File: config.mk
export PLATFORM = sky130hd
export DESIGN_NAME = uart_rx
export DESIGN_NICKNAME = d
export VERILOG_FILES = /design/src/rtl/uart_rx.sv
export SDC_FILE = /design/constraint.sdc
export NUM_CORES = 1
export LEC_CHECK = 0
export CAP_MARGIN = 20
export CORE_MARGIN = 4
export CORE_UTILIZATION = 45
export DETAILED_ROUTE_END_ITERATION = 10
export GPL_TIMING_DRIVEN = 0
export PLACE_DENSITY = 0.71
export SLEW_MARGIN = 20
export SYNTH_ARGS = -nofsm -noshare
export SYNTH_HDL_FRONTEND = slang
export SYNTH_SLANG_ARGS = --single-unit
File: constraint.sdc
create_clock -name clk -period 2 [get_ports clk]
set_clock_uncertainty 0.1 [all_clocks]
set_input_delay 0.2 -clock clk [delete_from_list [all_inputs] [get_ports clk]]
set_output_delay 0.2 -clock clk [all_outputs]
set_load 0.02 [all_outputs]
File: src/rtl/uart_rx.sv
// Oversampling UART receiver: 2-FF input synchronizer, internal oversample tick
// divider and a four-state FSM producing parallel words with valid/frame-error strobes.
module uart_rx #(
   parameter int unsigned ClkFrequency = 50000000,
   parameter int unsigned Baud         = 115200,
   parameter int unsigned Oversampling = 16,
   parameter int unsigned DataBits     = 8
) (
   input  logic                clk,
   input  logic                rst,
   input  logic                rx,
   output logic [DataBits-1:0] data_out,
   output logic                data_valid,
   output logic                frame_err,
   output logic                busy
);

   localparam int unsigned Div  = ClkFrequency / (Baud * Oversampling);
   localparam int unsigned DivW = $clog2(Div) + 1;
   localparam int unsigned ScW  = $clog2(Oversampling);
   localparam int unsigned BcW  = $clog2(DataBits) + 1;

   localparam logic [DivW-1:0] DivLast = DivW'(Div - 1);
   localparam logic [ScW-1:0]  ScMid   = ScW'(Oversampling / 2 - 1);
   localparam logic [ScW-1:0]  ScLast  = ScW'(Oversampling - 1);
   localparam logic [BcW-1:0]  BcLast  = BcW'(DataBits - 1);

   typedef enum logic [1:0] {
      StIdle,
      StStart,
      StData,
      StStop
   } state_e;

   state_e state_q, state_d;

   logic                rx_meta_q, rx_s_q;
   logic [DivW-1:0]     div_q, div_d;
   logic                tick;
   logic [ScW-1:0]      sc_q, sc_d;
   logic [BcW-1:0]      bc_q, bc_d;
   logic [DataBits-1:0] shift_q, shift_d;
   logic [DataBits-1:0] data_q, data_d;
   logic                valid_q, valid_d;
   logic                ferr_q, ferr_d;

   // Synchronizer resets to the idle level so reset never looks like a start edge.
   always_ff @(posedge clk) begin
      if (rst) begin
         rx_meta_q <= 1'b1;
         rx_s_q    <= 1'b1;
      end else begin
         rx_meta_q <= rx;
         rx_s_q    <= rx_meta_q;
      end
   end

   assign tick  = (div_q == DivLast);
   assign div_d = tick ? '0 : div_q + 1'b1;

   always_ff @(posedge clk) begin
      if (rst) begin
         div_q <= '0;
      end else begin
         div_q <= div_d;
      end
   end

   always_ff @(posedge clk) begin
      if (rst) begin
         state_q <= StIdle;
      end else begin
         state_q <= state_d;
      end
   end

   always_comb begin
      state_d = state_q;
      if (tick) begin
         case (state_q)
            StIdle: begin
               if (!rx_s_q) state_d = StStart;
            end
            StStart: begin
               if (sc_q == ScMid) state_d = rx_s_q ? StIdle : StData;
            end
            StData: begin
               if (sc_q == ScLast && bc_q == BcLast) state_d = StStop;
            end
            StStop: begin
               if (sc_q == ScLast) state_d = StIdle;
            end
            default: state_d = StIdle;
         endcase
      end
   end

   always_comb begin
      busy = (state_q != StIdle);
   end

   always_comb begin
      sc_d    = sc_q;
      bc_d    = bc_q;
      shift_d = shift_q;
      data_d  = data_q;
      valid_d = 1'b0;
      ferr_d  = 1'b0;
      if (tick) begin
         case (state_q)
            StIdle: begin
               if (!rx_s_q) sc_d = '0;
            end
            StStart: begin
               if (sc_q == ScMid) begin
                  sc_d = '0;
                  bc_d = '0;
               end else begin
                  sc_d = sc_q + 1'b1;
               end
            end
            StData: begin
               if (sc_q == ScLast) begin
                  // Shift in at the MSB so the first (LSB) bit ends up at bit 0.
                  shift_d = {rx_s_q, shift_q[DataBits-1:1]};
                  sc_d    = '0;
                  bc_d    = bc_q + 1'b1;
               end else begin
                  sc_d = sc_q + 1'b1;
               end
            end
            StStop: begin
               if (sc_q == ScLast) begin
                  sc_d = '0;
                  if (rx_s_q) begin
                     data_d  = shift_q;
                     valid_d = 1'b1;
                  end else begin
                     ferr_d = 1'b1;
                  end
               end else begin
                  sc_d = sc_q + 1'b1;
               end
            end
            default: begin
               sc_d = '0;
            end
         endcase
      end
   end

   always_ff @(posedge clk) begin
      if (rst) begin
         sc_q    <= '0;
         bc_q    <= '0;
         shift_q <= '0;
         data_q  <= '0;
         valid_q <= 1'b0;
         ferr_q  <= 1'b0;
      end else begin
         sc_q    <= sc_d;
         bc_q    <= bc_d;
         shift_q <= shift_d;
         data_q  <= data_d;
         valid_q <= valid_d;
         ferr_q  <= ferr_d;
      end
   end

   assign data_out   = data_q;
   assign data_valid = valid_q;
   assign frame_err  = ferr_q;

endmodule

==> metrics.txt, run 1 <==
Worst setup SP type flip-flop; finished layout cell area approximately 1900 µm²; post-route ant nets 0; DRC errors left 0; FF-to-FF path depth 6; Hold Crit Depth 2; Max FO, Critical Path 10; metal2 WL 1460 µm; Clock transition at path regs 110 ps; number of max-cap violations 0; fmax ~520 MHz; clk buf depth 2; routed wl met3 117 µm; fillers between 300 and 400; Total Routing Usage GR around 15%; sequential element share of the synthesized area a little under half; CTS H-tree depth 2; Syn Nets between 150 and 200; final hold slack around 240 ps; Cell Rows 21; count leader, synth dfxtp_1; layout cell share with drive strength beyond 1 ~15%; Power Total about 1300 µW; Max rail drop VDD 0.000294 V; Req. time, crit path ~2100 ps; Die Wd roughly 67 µm; WL met1 between 1000 and 1500 µm; Slew Limit Fails 0; status completed; EDFF count, synth 0; Main synth FF type dfxtp_1; initial antenna violation count 0; measured slew at the worst slew-check pin a little under 600 ps; Top Metal Used met4; 1st-iter DRT viols 67; Worst EP arrival between 2000 and 2500 ps; Synth top area share a little under half; Root Driver clkbuf_4; post-synthesis adder-cell area fraction between 3 and 4%; IO Port Bufs 12; WL per Instance roughly 13 µm; mux cell area share after synthesis roughly 13%; CTS Sinks 36; worst-skew pair later-pin latency 340 ps; die span in y 67.0 µm; period utilization between 90% and 100%; Yosys reg bits 36; vias per std cell between 5 and 6; leakage ~0.00074 µW; xor/xnor share of the synthesized area under 10%; TritonCTS clock tree built; final worst path period need around 1900 ps; hold_buf cts 0; cts bufs inserted 5; Mean Syn Cell Area 9.80 µm²; Cell Area, Synth 1570 µm²; dpl hpwl roughly 2200 µm; drt total wl a little over 3000 µm; Async SR Flop Fraction 0%; Mapped Cells between 150 and 200; die area approximately 4500 µm²; Final Core Density between 50 and 60%; crit end category flip-flop; largest family of logic cells by synthesized area simple AND/OR/NAND/NOR gates; Antenna diodes 0; Worst slew margin roughly three fifths; ranking of synthesized cells by area dfxtp_1 (46%), mux2i_1 (13%), nor2_1 (6.0%), ha_1 (3.2%), nor3_1 (2.6%); final setup violation count 0; synth unique cells 39; vias in the first global route approximately 1.1k; total number of vias 1227; Setup CP Type reg2reg; largest net degree at the start of global routing 13; compound-gate portion of the synthesized area under 10%; Core Footprint between 3000 and 4000 µm²; nets 190; first-pass GRT wire length 5150 µm; reg2reg setup slack between 70 and 80 ps; Synth area leader dfxtp_1; gpl congestion 0.787; Hold Vio Cnt, Final 0; most common library cells after synthesis dfxtp_1 (36), nor2_1 (25), mux2i_1 (21), nor3_1 (8); Post-Synth Simple-Gate Area 23.9%; hold crit path type in2reg; Initial Util a little under half; Yosys warnings 0; TritonRoute pass-1 iters 4; Placed Area 1750 µm²; Area Overhead vs Synth 20.5%; Power Density 677 nW/µm²; IO Pins 14; Overflow after GRT 0
[worst paths after layout]
kind,from,to
max,sc_q[3],bc_q[3]
min,rst,bc_q[3]
max reg2reg,sc_q[3],bc_q[3]
min reg2reg,rx_meta_q,rx_s_q
[flip-flops by register name, indices dropped and copies added, names as in the netlist, named ones only]
register and flops:
bc_q 4, data_out 8, data_valid 1, div_q 6
frame_err 1, rx_meta_q 1, rx_s_q 1, sc_q 4
shift_q 8, state_q 1
[metrics by stage]
stage | worst slack, ps | std cells | TNS, ps
after floorplan | 107 | 160 | 0
after global routing | -10.1 | 230 | -22.4
after global placement | -57.2 | 218 | -755
after detailed placement | -82.0 | 218 | -1000
final | 77.3 | 230 | 0
after CTS | 25.8 | 228 | 0
[worst max-delay path, cell delays in order (launching register included)]
cell       delay [ps]
dfxtp_1           320
buf_4             160
or3b_4            410
a2111oi_4         290
buf_4             210
mux2i_2           250
nor4_2             70
[routing by layer]
| metal | GRT usage [%] | up-vias |
|---|---|---|
| met5 | 0 | - |
| met4 | 6.84 | 0 |
| met3 | 4.55 | 5 |
| met2 | 25.3 | 30 |
| met1 | 18.4 | 583 |
| li1 | - | 609 |
[kinds of logic after synthesis]
group                      after synthesis
DFF                                     36
adders and majority gates                4
AOI/OAI and AO/OA                       13
muxes                                   21
and+or+nand+nor                         67
buffers and inverters                   15
xor gates and xnor gates                 4
[placed cells by master, fill, tap and decap left out, types with 3 or more instances in the layout]
cell / n
buf_4: 4
clkbuf_4: 5
inv_1: 5
nand4_1: 3
nor2_1: 25
mux2i_1: 20
clkdlybuf4s50_1: 11
nor3_1: 8
nand3_1: 5
o21ai_0: 3
dfxtp_1: 34
ha_1: 4
nand2_1: 7
clkbuf_1: 7
or2_2: 3
[area by class of cell]
| cell class | count | area (µm²) | area share [%] |
|---|---|---|---|
| clock buffers | 5 | 37.5 | 1.99 |
| multi-input cells | 109 | 797 | 42.2 |
| clock inverters | 3 | 42.5 | 2.25 |
| repair buffers | 16 | 163 | 8.61 |
| well taps | 46 | 57.6 | 3.05 |
| inverters | 5 | 18.8 | 0.993 |
| plain buffers | 10 | 50.0 | 2.65 |
| flip-flops and latches | 36 | 723 | 38.3 |
[power breakdown]
group          internal [µW]  total, µW  switching, µW
logic                   12.8       32.7           19.9
clock network            261        515            255
registers                724        730           6.26
total                    997       1280            281
[timing repair]
| action | CTS | global route |
|---|---|---|
| pin swaps | 2 | 0 |
| endpoints found under the setup margin | 19 | 10 |
| hold endpoints to repair | 0 | 0 |
| setup buffers | 2 | 2 |
| resized for setup | 3 | 5 |
No activity file was read; power rests on OpenSTA's default activity.
==> inputs of run 2 (changes only) <==
==> constraint.sdc (replaced) <==
create_clock -name clk -period 2 [get_ports clk]
set_clock_uncertainty 0.1 [all_clocks]
set_input_delay 0.3 -clock clk [delete_from_list [all_inputs] [get_ports clk]]
set_output_delay 0.3 -clock clk [all_outputs]
set_load 0.02 [all_outputs]
==> metrics.txt, run 2 (synthesized netlist as in run 1, its figures left out) <==
status completed; Area Overhead vs Synth 20.2%; Initial Util between 40 and 50%; WP buf/inv 2; gpl congestion 0.787; dpl hpwl approximately 2200 µm; Gate power share under 10%; number of max-cap violations 0; Worst slew margin roughly 60%; TritonRoute pass-1 iters 4; post-route setup slack between 70 and 80 ps; family with the most delay on the worst path simple AND/OR/NAND/NOR gates; Setup CP Type reg2reg; Total Routing Usage GR 15.4%; fillers between 300 and 400; P_int roughly 1000 µW; Critical-path top delay cell or3b_4; Req. time, crit path between 2000 and 2500 ps; drt total wl slightly above 3000 µm; cell count along the critical path 6; initial antenna violation count 0; Hold Crit Depth 1; pre-CTS setup slack -82.0 ps; Worst EP arrival between 2000 and 2500 ps; FF-to-FF path depth 6; clock network power share between 40% and 50%; vias per std cell 5.33; DRC errors left 0; period utilization 96.1%; Power Density ~680 nW/µm²; Clock transition at path regs around 120 ps; Critical Path Max Stage Delay around 410 ps; die area 4490 µm²; nets 190; Slew Limit Fails 0; Worst setup SP type flip-flop; most common cell after layout, fill and taps aside dfxtp_1; Core Footprint about 3400 µm²; WL per Instance 13.2 µm; Worst path most repeated cell buf_4; first-pass GRT wire length between 5000 and 6000 µm; Max rail drop VDD slightly below 0.0003 V; crit-path cells buf_4 > or3b_4 > a2111oi_4 > buf_4 > mux2i_2 > nor4_2; layout cell share with drive strength beyond 1 between 15 and 20%; TritonCTS clock tree built; Hold Vio Cnt, Final 0; Final Core Density 56.0%; cts bufs inserted 5; Flop pwr share 57.1%; NetSw around 280 µW; hold crit path type reg2reg; final setup violation count 0; Root Driver clkbuf_4; Max FO, Critical Path 10; Placed Area 1750 µm²; IO Port Bufs 12; CTS Sinks 36; crit end category flip-flop; post-route ant nets 0; IO Pins 14; Cell Rows 21; final hold slack approximately 310 ps; final worst path period need roughly 1900 ps; finished layout cell area approximately 1900 µm²; switching fraction of total power 22.0%; die span in y about 67 µm; total number of vias 1225; leakage between 0.0007 and 0.0008 µW; largest net degree at the start of global routing 13; commonest non-fill, non-tap cells in the layout dfxtp_1 (34), nor2_1 (25), mux2i_1 (20); measured slew at the worst slew-check pin 594 ps; vias in the first global route between 1k and 1.5k; hold_buf cts 0; CTS H-tree depth 2; clk buf depth 2; fmax 520 MHz; Antenna diodes 0; Die Wd approximately 67 µm; worst-skew pair later-pin latency ~340 ps; 1st-iter DRT viols between 60 and 70; Overflow after GRT 0
-- run 2: cell types whose count changed in the layout (fill, tap and decap cells not counted) --
cell,change
clkbuf_2,+1
clkdlybuf4s15_1,-1
-- run 2: power groups by stage --
stage	logic, µW	clock network (µW)	registers [µW]
after CTS	33.5	523	730
after global placement	30.2	0	746
final	32.7	515	730
after detailed placement	32.1	0	746
after floorplan	22.9	0	745
after global routing	36.1	553	732
-- run 2: final timing paths --
| check | startpoint | endpoint | slack, ps |
|---|---|---|---|
| setup / recovery | sc_q[3] | bc_q[3] | 80 |
| setup reg to reg | sc_q[3] | bc_q[3] | 80 |
| hold / removal | rx_meta_q | rx_s_q | 310 |
| hold reg to reg | rx_meta_q | rx_s_q | 310 |
-- run 2: worst reg2reg max path: stages (launching register included) --
cell and delay, ps:
dfxtp_1 320, buf_4 160, or3b_4 410, a2111oi_4 290
buf_4 210, mux2i_2 260, nor4_2 70
-- run 2: cell type report --
cell class | count | area [µm²] | area share (%)
Inverter | 5 | 18.8 | 0.996
Buffer | 10 | 50.0 | 2.66
Tap cell | 46 | 57.6 | 3.05
Clock buffer | 5 | 37.5 | 1.99
Sequential cell | 36 | 723 | 38.4
Timing Repair Buffer | 16 | 158 | 8.37
Multi-Input combinational cell | 109 | 797 | 42.3
Clock inverter | 3 | 42.5 | 2.26
-- run 2: through the flow --
step                      setup TNS, ps  std cells  total power, µW
after CTS                             0        228             1290
after global routing              -22.4        230             1320
after detailed placement          -1000        218              778
after global placement             -755        218              776
after floorplan                       0        160              768
final                                 0        230             1280
-- run 2: what timing repair did --
item	in CTS	in global routing
resized for setup	4	5
pin swaps	2	0
buffers inserted	2	2
setup endpoints to repair	19	10
endpoints found under the hold margin	0	0
-- run 2: metal layers --
metal / GRT usage [%] / wire (µm)
met2: 25.3 / 1460
met3: 4.55 / 119
met4: 6.84 / 63
met1: 18.4 / 1400
met5: 0 / 0
==> variant 1 (flow settings as in run 2) <==
Put one more register stage on the output `frame_err`, cleared by the reset. The value now appears one clock later. The other outputs are not delayed to match.
--- a/src/rtl/uart_rx.sv
+++ b/src/rtl/uart_rx.sv
@@ -170,5 +170,11 @@
    assign data_out   = data_q;
    assign data_valid = valid_q;
-   assign frame_err  = ferr_q;
+   always_ff @(posedge clk) begin
+      if (rst) begin
+         frame_err <= '0;
+      end else begin
+         frame_err <= ferr_q;
+      end
+   end
 
 endmodule
Function: no difference found for any inputs over 10 cycles, from zero or initial values and one cycle with rst high; that may be too few to reach the edited logic, so the function may still have changed.
==> variant 1 against run 2 <==
Global-route usage increased by 1.8 points; clock power increased by 6.8%; power increased by 5.5%; routed wire length increased by 8.8%; die area increased by 0.13%; sequential share of layout area decreased by 0.21 points; setup slack got worse by 24 ps; synthesized area increased by 0.16%; combinational power increased by 45%; worst hold slack got worse by 47 ps; count of clock-buffer cells in the layout increased by 1; cell area increased by 3.5%; sequential cell count increased by 1; critical endpoint is now sc_q[3]; largest cell class unchanged; highest routed layer unchanged.
==> variant 1: results (changes against run 2) <==
TIMING
------------------------------------------------------------------------------
Hold slack final ................................................       260 ps   was 306 ps
Max Freq ........................................................      514 MHz   was 520 MHz
Remaining max-slew budget at the tightest pin ...................        65.0%   was 60.2%

GLOBAL ROUTE
------------------------------------------------------------------------------
Met1 usage ......................................................        19.6%   was 18.4%
Global routing usage on met2 ....................................        29.3%   was 25.3%
Global-route wire length before repair ..........................      5820 um   was 5150 um

YOSYS
------------------------------------------------------------------------------
Synthesized-area fraction occupied by ao, oa, aoi and oai cells .        7.01%   was 7.34%
Synthesized area divided by synthesized cell count ..............     9.57 um2   was 9.80 um2
Ranking of synthesized cells by area ............................ sky130_fd_sc_hd__dfxtp_1, sky130_fd_sc_hd__mux2i_1, sky130_fd_sc_hd__nor2_1   unchanged
Seq/Total Area, Yosys ...........................................        47.2%   was 46.0%
Ranking of synthesized cells by instance count .................. sky130_fd_sc_hd__dfxtp_1, sky130_fd_sc_hd__nor2_1, sky130_fd_sc_hd__mux2i_1   unchanged
Synthesized-area fraction occupied by xor and xnor cells ........        2.23%   about the same
Mux cell area share after synthesis .............................        10.2%   was 13.4%

PWR
------------------------------------------------------------------------------
Sequential cell power ...........................................     0.752 mW   was 0.730 mW
Combinational share of power ....................................         3.5%   was 2.6%
Worst VDD drop ..................................................     0.358 mV   was 0.294 mV
Sw power ........................................................     0.288 mW   was 0.281 mW
Combinational logic power .......................................    0.0475 mW   was 0.0327 mW
Leakage .........................................................     0.656 nW   was 0.740 nW

ROUTE
------------------------------------------------------------------------------
Starting DRT DRC Count ..........................................          120   was 67
Met2 wirelength from detailed routing ...........................      1680 um   was 1460 um
Routed metal-1 wirelength .......................................      1470 um   was 1400 um

FINAL LAYOUT
------------------------------------------------------------------------------
Number of inserted filler cells in the final layout .............          302   was 325
Storage element area ............................................      744 um2   was 723 um2
Number of nets in the layout ....................................          196   was 190
Proportion of layout cells with a drive suffix above 1 ..........        18.4%   was 15.2%

CRITICAL PATH
------------------------------------------------------------------------------
Capturing element of the worst setup path .......................      sc_q[3]   was bc_q[3]
Largest stage delay on the critical path ........................       490 ps   was 410 ps
Slowest cell on crit path ....................................... sky130_fd_sc_hd__or4_4   was sky130_fd_sc_hd__or3b_4
Data arrival time of the critical path ..........................      2130 ps   was 2050 ps
Source of the critical timing path ..............................      sc_q[1]   was sc_q[3]
Minimum setup slack among reg-to-reg paths ......................        50 ps   was 80 ps
Number of cell instances on the worst register-to-register path .            5   was 6
Worst Path Max Fanout ...........................................            6   was 10

CLOCK NETWORK
------------------------------------------------------------------------------
Quantity of gates resized following cts .........................            7   was 4
Post-CTS Setup Repair Bufs ......................................            5   was 2

HOLD PATH
------------------------------------------------------------------------------
Endpoint of the worst hold-timing path ..........................    frame_err   was rx_s_q
Number of cells traversed by the worst hold path ................            2   was 1

PLACED DESIGN
------------------------------------------------------------------------------
Dpl cell area ...................................................     1760 um2   was 1750 um2
Worst slack at placement ........................................      -276 ps   was -82.0 ps
Half-perimeter wire length after placement ......................      2180 um   was 2160 um

STATUS
------------------------------------------------------------------------------
Result of the run ...............................................    completed   unchanged

variant 1: logic make-up (layout without fill, tap and decap cells):
group | Yosys count | count (layout)
adders and majority gates | 4 | 4
xor gates and xnor gates | 4 | 4
and+or+nand+nor | 75 | 75
DFF | 37 | 37
muxes | 16 | 16
AOI/OAI and AO/OA | 17 | 17
buffers and inverters | 11 | 37
variant 1: cell type report:
| class | count | share of cell area [%] |
|---|---|---|
| clock buffer | 6 | 2.63 |
| inverter | 4 | 0.770 |
| multi-input combinational | 116 | 42.5 |
| clock inverter | 2 | 1.92 |
| sequential | 37 | 38.2 |
| tap | 46 | 2.95 |
| timing repair buffer | 18 | 9.24 |
| buffer | 7 | 1.86 |
variant 1: worst reg2reg max path, stage by stage, from the launching register on:
cell and delay [ps]:
sky130_fd_sc_hd__dfxtp_1 370, sky130_fd_sc_hd__ha_4 190, sky130_fd_sc_hd__and4_4 200, sky130_fd_sc_hd__or3_4 400
sky130_fd_sc_hd__or4_4 490, sky130_fd_sc_hd__a21oi_2 140
==> variant 2 (config.mk and constraints of run 2) <==
Made on the original files. `Baud`: 115200 -> 57600.
--- a/src/rtl/uart_rx.sv
+++ b/src/rtl/uart_rx.sv
@@ -3,5 +3,5 @@
 module uart_rx #(
    parameter int unsigned ClkFrequency = 50000000,
-   parameter int unsigned Baud         = 115200,
+   parameter int unsigned Baud         = 57600,
    parameter int unsigned Oversampling = 16,
    parameter int unsigned DataBits     = 8
Function: same outputs for any inputs over 10 cycles, from zero or initial values and one cycle with rst high; that may be too few to reach the edited logic, so the function may still have changed.
==> variant 2 against run 2 <==
Synthesized cell count up 6.9%; power down 8.7%; setup slack better by 57 ps; cell area up 2.5%; clock power down 27%; count of clock-buffer cells in the layout unchanged; routed wire length up 0.53%; critical path depth down 1; global-route usage down 0.60 points; critical endpoint unchanged; sequential cell count up 1; first-iteration DRC count up 46%; worst hold slack better by 20 ps; synthesized area up 4.5%.
==> variant 2: results (changes against run 2) <==
YOSYS
-------------------------------------------------------------------------------------------------
Synthesized-area fraction occupied by xor and xnor cells ...........................        2.14%   was 2.23%
Mux cell area share after synthesis ................................................        12.2%   was 13.4%
Number of distinct library cell variants in the gate-level netlist after synthesis .           40   was 39
Seq/Total Area, Yosys ..............................................................        45.2%   was 46.0%
Share of synthesized flip-flops with an asynchronous set or reset ..................           0%   unchanged
Synthesized-area fraction occupied by ao, oa, aoi and oai cells ....................        10.3%   was 7.34%
Synth Area in Adders ...............................................................        3.05%   was 3.19%
Net count after synthesis ..........................................................          178   was 167
Synthesized area divided by synthesized cell count .................................     9.59 um2   was 9.80 um2
Ranking of synthesized cells by instance count ..................................... sky130_fd_sc_hd__dfxtp_1, sky130_fd_sc_hd__nor2_1, sky130_fd_sc_hd__mux2i_1   unchanged
Ranking of synthesized cells by area ............................................... sky130_fd_sc_hd__dfxtp_1, sky130_fd_sc_hd__mux2i_1, sky130_fd_sc_hd__nor2_1   unchanged

PWR
-------------------------------------------------------------------------------------------------
Leakage ............................................................................     0.730 nW   was 0.740 nW
Worst VDD drop .....................................................................     0.489 mV   was 0.294 mV
Total power after layout ...........................................................      1.17 mW   was 1.28 mW
Pwr dens ...........................................................................   604 nW/um2   was 678 nW/um2
Combinational logic power ..........................................................    0.0412 mW   was 0.0327 mW

CRITICAL PATH
-------------------------------------------------------------------------------------------------
Slowest cell on crit path .......................................................... sky130_fd_sc_hd__dfxtp_1   was sky130_fd_sc_hd__or3b_4
Worst Path Max Fanout ..............................................................            6   was 10
Data arrival time of the critical path .............................................      1980 ps   was 2050 ps
Largest stage delay on the critical path ...........................................       390 ps   was 410 ps

PLACED DESIGN
-------------------------------------------------------------------------------------------------
Weighted congestion at the end of routability-driven global placement ..............        0.803   was 0.787
Dpl cell area ......................................................................     1830 um2   was 1750 um2
Port buffer count ..................................................................           13   was 12
Number of cells in the design after placement ......................................          230   was 218
Worst slack at placement ...........................................................     -79.9 ps   was -82.0 ps
Half-perimeter wire length after placement .........................................      2290 um   was 2160 um

HOLD PATH
-------------------------------------------------------------------------------------------------
Number of cells traversed by the worst hold path ...................................            1   unchanged

ROUTE
-------------------------------------------------------------------------------------------------
Detailed Routing Iterations Pass 1 .................................................            4   unchanged
Starting DRT DRC Count .............................................................           98   was 67
Count of vias placed by the detailed router ........................................         1281   was 1225
Detailed-route wire length per cell ................................................      12.7 um   was 13.2 um

GLOBAL ROUTE
-------------------------------------------------------------------------------------------------
Global-route wire length before repair .............................................      5260 um   was 5150 um
Number of global-route vias before repair ..........................................         1184   was 1102
All-layer global routing usage .....................................................        14.8%   was 15.4%

TIMING
-------------------------------------------------------------------------------------------------
Worst-Margin Slew ..................................................................       486 ps   was 594 ps

STATUS
-------------------------------------------------------------------------------------------------
Result of the run ..................................................................    completed   unchanged

FINAL LAYOUT
-------------------------------------------------------------------------------------------------
Number of nets in the layout .......................................................          201   was 190
Proportion of layout cells with a drive suffix above 1 .............................        14.4%   was 15.2%

[variant 2: cell count changes in the layout (fill, tap and decap cells not counted), moves of 3 or more]
cell | run 2 | this run
sky130_fd_sc_hd__nor2_1 | 25 | 30
sky130_fd_sc_hd__o31ai_1 | 0 | 3
sky130_fd_sc_hd__nor3_1 | 8 | 3
sky130_fd_sc_hd__dfxtp_1 | 34 | 37
sky130_fd_sc_hd__a211oi_1 | 0 | 3
sky130_fd_sc_hd__clkbuf_1 | 7 | 4
sky130_fd_sc_hd__buf_2 | 1 | 4
[variant 2: logic make-up after synthesis]
logic type | Yosys count
and+or+nand+nor | 68
DFF | 37
AOI/OAI and AO/OA | 22
muxes | 20
buffers and inverters | 16
xor gates and xnor gates | 4
adders and majority gates | 4
[variant 2: area by class of cell]
| type | count | share of cell area, % |
|---|---|---|
| sequential | 37 | 38.3 |
| clock inverter | 3 | 0.907 |
| timing repair buffer | 16 | 8.48 |
| inverter | 6 | 1.17 |
| tap | 46 | 2.98 |
| multi-input combinational | 118 | 43.5 |
| clock buffer | 5 | 1.94 |
| buffer | 10 | 2.66 |
[variant 2: metal layers]
metal | track usage (%) | up-vias | part of all wire (%)
met3 | 3.94 | 4 | 3.5
met2 | 24.3 | 23 | 48
li1 | - | 654 | -
met5 | 0 | - | 0
met4 | 4.47 | 0 | 0.98
met1 | 19.0 | 600 | 48
[variant 2: final timing paths]
kind	startpoint	slack, ps	to
setup / recovery	sc_q[0]	130	bc_q[3]
hold / removal	rx_meta_q	330	rx_s_q
setup reg to reg	sc_q[0]	130	bc_q[3]
hold reg to reg	rx_meta_q	330	rx_s_q
[variant 2: what timing repair did]
item | in CTS | in global routing
endpoints found under the setup margin | 17 | 3
gates resized for setup | 2 | 4
pin swaps | 2 | 0
buffers inserted | 3 | 0
